[src/rtl/mos6502_pkg.sv]
// Shared definitions for the MOS 6502 core datapath blocks.
package mos6502_pkg;

  typedef enum logic {
    RUN   = 1'b0,
    FIXUP = 1'b1
  } pc_state_t;

  localparam int DEFAULT_BYTE_W = 8;

endpackage

[src/rtl/pc_byte_adder.sv]
// One PC byte adder with carry in and carry out; reused for low-byte inc/branch and high-byte inc/fix-up.
module pc_byte_adder #(
  parameter int W = 8
) (
  input  logic [W-1:0] a,
  input  logic [W-1:0] b,
  input  logic         cin,
  output logic [W-1:0] sum,
  output logic         cout
);

  assign {cout, sum} = {1'b0, a} + {1'b0, b} + {{W{1'b0}}, cin};

endmodule

[src/rtl/program_counter_unit.sv]
// 6502 program counter: increment with carry, byte loads, relative branch with a
// page-cross fix-up cycle, and registered enable-gated bus outputs.
module program_counter_unit
  import mos6502_pkg::*;
#(
  parameter int                  BYTE_W   = DEFAULT_BYTE_W,
  parameter logic [2*BYTE_W-1:0] RESET_PC = '0
) (
  input  logic                  phi2,
  input  logic                  rst,
  input  logic                  inc_en,
  input  logic                  load_lo_en,
  input  logic                  load_hi_en,
  input  logic [BYTE_W-1:0]     adl_in,
  input  logic [BYTE_W-1:0]     adh_in,
  input  logic                  branch_en,
  input  logic [BYTE_W-1:0]     offset_in,
  input  logic                  adl_out_en,
  input  logic                  adh_out_en,
  input  logic                  db_lo_en,
  input  logic                  db_hi_en,
  output logic [BYTE_W-1:0]     adl_out,
  output logic [BYTE_W-1:0]     adh_out,
  output logic [BYTE_W-1:0]     db_out,
  output logic [2*BYTE_W-1:0]   pc_out,
  output logic                  busy,
  output logic                  page_cross
);

  pc_state_t          state;
  logic               dir;
  logic [BYTE_W-1:0]  pc_lo, pc_hi;

  logic               load_cmd;
  logic               fixup;
  logic signed [BYTE_W-1:0] offset_s;
  logic [BYTE_W-1:0]  lo_b, lo_sum, hi_b, hi_sum;
  logic               lo_cin, lo_cout, hi_cin, hi_cout;
  logic               crossed;

  assign load_cmd = load_lo_en | load_hi_en;
  assign fixup    = (state == FIXUP);
  assign offset_s = offset_in;
  assign pc_out   = {pc_hi, pc_lo};

  // Low adder adds the offset for a branch, otherwise +1; high adder takes the
  // low carry for increments, or +1 / -1 (add all-ones) during fix-up.
  always_comb begin
    lo_b   = '0;
    lo_cin = 1'b1;
    if (branch_en && !load_cmd) begin
      lo_b   = offset_in;
      lo_cin = 1'b0;
    end
    hi_b   = (fixup && dir) ? '1 : '0;
    hi_cin = fixup ? ~dir : lo_cout;
  end

  pc_byte_adder #(.W(BYTE_W)) u_lo_add (
    .a    (pc_lo),
    .b    (lo_b),
    .cin  (lo_cin),
    .sum  (lo_sum),
    .cout (lo_cout)
  );

  pc_byte_adder #(.W(BYTE_W)) u_hi_add (
    .a    (pc_hi),
    .b    (hi_b),
    .cin  (hi_cin),
    .sum  (hi_sum),
    .cout (hi_cout)
  );

  // Forward branch crosses on carry out; backward branch crosses on no carry.
  assign crossed = (offset_s < 0) ? ~lo_cout : lo_cout;

  always_ff @(posedge phi2) begin
    if (rst) begin
      pc_lo      <= RESET_PC[BYTE_W-1:0];
      pc_hi      <= RESET_PC[2*BYTE_W-1:BYTE_W];
      adl_out    <= '0;
      adh_out    <= '0;
      db_out     <= '0;
      busy       <= 1'b0;
      page_cross <= 1'b0;
      dir        <= 1'b0;
      state      <= RUN;
    end else begin
      if (adl_out_en) adl_out <= pc_lo;
      if (adh_out_en) adh_out <= pc_hi;
      if (db_hi_en)      db_out <= pc_hi;
      else if (db_lo_en) db_out <= pc_lo;

      busy       <= 1'b0;
      page_cross <= 1'b0;

      case (state)
        RUN: begin
          if (load_cmd) begin
            if (load_lo_en) pc_lo <= adl_in;
            if (load_hi_en) pc_hi <= adh_in;
          end else if (branch_en) begin
            pc_lo <= lo_sum;
            if (crossed) begin
              dir        <= offset_in[BYTE_W-1];
              busy       <= 1'b1;
              page_cross <= 1'b1;
              state      <= FIXUP;
            end
          end else if (inc_en) begin
            pc_lo <= lo_sum;
            pc_hi <= hi_sum;
          end
        end
        FIXUP: begin
          pc_hi <= hi_sum;
          state <= RUN;
        end
        default: state <= RUN;
      endcase
    end
  end

endmodule
[config.mk]
export PLATFORM = sky130hd
export DESIGN_NAME = program_counter_unit
export DESIGN_NICKNAME = d
export VERILOG_FILES = /design/src/rtl/mos6502_pkg.sv /design/src/rtl/pc_byte_adder.sv /design/src/rtl/program_counter_unit.sv
export SDC_FILE = /design/constraint.sdc
export NUM_CORES = 1
export LEC_CHECK = 0
export CAP_MARGIN = 40
export CELL_PAD_IN_SITES_DETAIL_PLACEMENT = 1
export CELL_PAD_IN_SITES_GLOBAL_PLACEMENT = 1
export CORE_ASPECT_RATIO = 0.75
export CORE_UTILIZATION = 36
export CTS_CLUSTER_DIAMETER = 100
export DETAILED_ROUTE_END_ITERATION = 10
export GPL_ROUTABILITY_DRIVEN = 0
export PLACE_DENSITY = 0.82
export SETUP_SLACK_MARGIN = 0.02
export SYNTH_ARGS = -nofsm -noshare
export SYNTH_HDL_FRONTEND = slang
export SYNTH_HIERARCHICAL = 1
export SYNTH_SLANG_ARGS = --single-unit
[constraint.sdc]
create_clock -name phi2 -period 5.6 [get_ports phi2]
set_clock_uncertainty 0.1 [all_clocks]
set_input_delay 1.12 -clock phi2 [delete_from_list [all_inputs] [get_ports phi2]]
set_output_delay 1.12 -clock phi2 [all_outputs]
set_load 0.005 [all_outputs]
==> results.tsv <==
stage	metric	value	unit
outcome	outcome	finished clean	
sta	slew_headroom	39.9	%
grt	grt-ovfl-total	0	
grt	grt_usage	22.0	%
worst_setup_path	critPathLaunchType	input port	
placement	numPortBuffers	75	
grt	grt_first_pass_wirelength	13400	microns
layout	final_common_cell	clkdlybuf4s50_1	
detailed_routing	drt-total-wl	8290	microns
clock_tree	cts_tree	done	
sta	fmax	193	MHz
synthesis	synthCells	303	
grt	antenna_found_initial	0	
grt	grt_pass1_vias	2588	
sta	rsz0062_at_grt	false	
clock_tree	cts_resized	0	
sta	tns	0	ns
worst_setup_path	arrival	5.28	ns
clock_tree	cts_sinks	42	
floorplan	core_area	7030	sq um
synthesis	avgSynthCellArea	8.94	sq um
layout	fillers	833	
floorplan	die-width	102	microns
placement	dp_slack	0.184	ns
sta	tightest_slew	0.900	ns
floorplan	initial_core_util	38.5	%
layout	fin_cells	471	
synthesis	ys_warn_count	6	
sta	finalSetupViolations	0	
clock_tree	post_cts_buffers	0	
detailed_routing	antenna_left	0	
pwr	leakagePower	1.50	nW
detailed_routing	wl_per_cell	17.6	microns
pwr	irDropWorstVdd	0.106	mV
detailed_routing	vias	2515	
floorplan	die-area	7880	sq um
synthesis	synth_area	2710	sq um
sta	drv_slew	0	
clock_tree	cts_buffers	5	
sta	period_share	92.4	%
synthesis	synthesis.nets	355	
worst_setup_path	cp_max_fo	4	
clock_tree	cts_root_buf	clkbuf_8	
floorplan	die_height	77.1	microns
worst_setup_path	endpoint_kind	flop	
clock_tree	clkTransAtPathRegs	0.08	ns
grt	grt_max_degree	43	
floorplan	row_count	26	
clock_tree	clk_latency	0.30	ns
layout	final_nets	424	
clock_tree	h-tree-depth	2	
layout	seqCellArea	841	sq um
worst_setup_path	ff2ff_path_depth	14	
layout	multi_input_area	1710	sq um
floorplan	ioPinCount	76	
detailed_routing	drc_errors	0	
detailed_routing	drt-vias-per-instance	5.34	
placement	post-place-cells	463	
layout	diodes	0	
layout	syn_to_final_growth	34.0	%
sta	hold_ws	0.402	ns
hold_path	hold_path.class	reg2reg	
worst_setup_path	crit_required	5.71	ns
pwr	powerDensity	208	nW/um^2
hold_path	min_path_cells	2	
worst_setup_path	path_class	in2reg	
layout	final_cell_mix	75 x clkdlybuf4s50_1, 42 x dfxtp_1, 33 x nor2_1	
clock_tree	clk_path_buf_depth	2	
sta	fin_crit	5.18	ns
sta	setup_ws	0.424	ns
placement	place_hpwl	6230	microns
detailed_routing	initialDrtViolationCount	61	
detailed_routing	drt_first_pass_iters	4	
clock_tree	cts_hold_buf	0	
sta	finalHoldViolCount	0	
job	drv_cap	0	
layout	drive_above_1_share	11.0	%
[through the flow]
step	util [%]	instance area [sq um]	power (mW)
finish	51.6	3630	0.756
global route	51.6	3630	0.796
CTS	51.6	3630	0.765
detailed placement	50.3	3540	0.557
global placement	50.2	3520	0.548
floorplan	-	2710	0.459
[power breakdown]
group	internal (mW)	switching, mW
Combinational	0.112	0.0901
Clock	0.0996	0.105
Sequential	0.319	0.0292
Total	0.531	0.225
[state kept, by name, summed over array words and instances, names as in the netlist]
register    flops
adh_out         8
adl_out         8
db_out          8
pc_hi           8
pc_lo           8
dir             1
page_cross      1
[worst max-delay path, cell delays in order]
cell and delay [ns]:
clkdlybuf4s50_1 0.44, nor2_1 0.23, nand2_1 0.14, fa_1 0.44
fa_1 0.43, a21oi_1 0.23, o21a_1 0.19, o21ai_0 0.18
inv_1 0.11, mux2i_1 0.08, fa_1 0.46, fa_1 0.42
a21oi_1 0.22, o21a_1 0.15, xnor2_1 0.11, nand2_1 0.07
a311oi_2 0.27
[layer usage]
metal	track usage [%]	vias up	part of all wire [%]	wire length [microns]
met5	0	-	0	0
li1	-	1220	-	-
met3	6.02	9	7.0	582
met2	34.2	73	43	3580
met1	30.6	1213	49	4070
met4	3.86	0	0.76	63
[final cells by class]
cell class	instances	share of cell area, %
multi-input combinational	225	47.1
sequential	42	23.2
timing repair buffer	81	22.0
tap	98	3.38
clock buffer	7	2.38
inverter	17	1.76
clock inverter	1	0.138
[path summary, 6_finish.rpt]
path,start,endpoint,slack (ns)
worst min register to register,adh_out[3]$_SDFFE_PP0P_,adh_out[3]$_SDFFE_PP0P_,0.40
worst min-delay path,adh_out[3]$_SDFFE_PP0P_,adh_out[3]$_SDFFE_PP0P_,0.40
worst max register to register,pc_lo[0]$_SDFFE_PP0P_,pc_hi[6]$_SDFFE_PP0P_,1.54
worst max-delay path,load_lo_en,pc_hi[6]$_SDFFE_PP0P_,0.42
(Power assumes the default switching activity.)
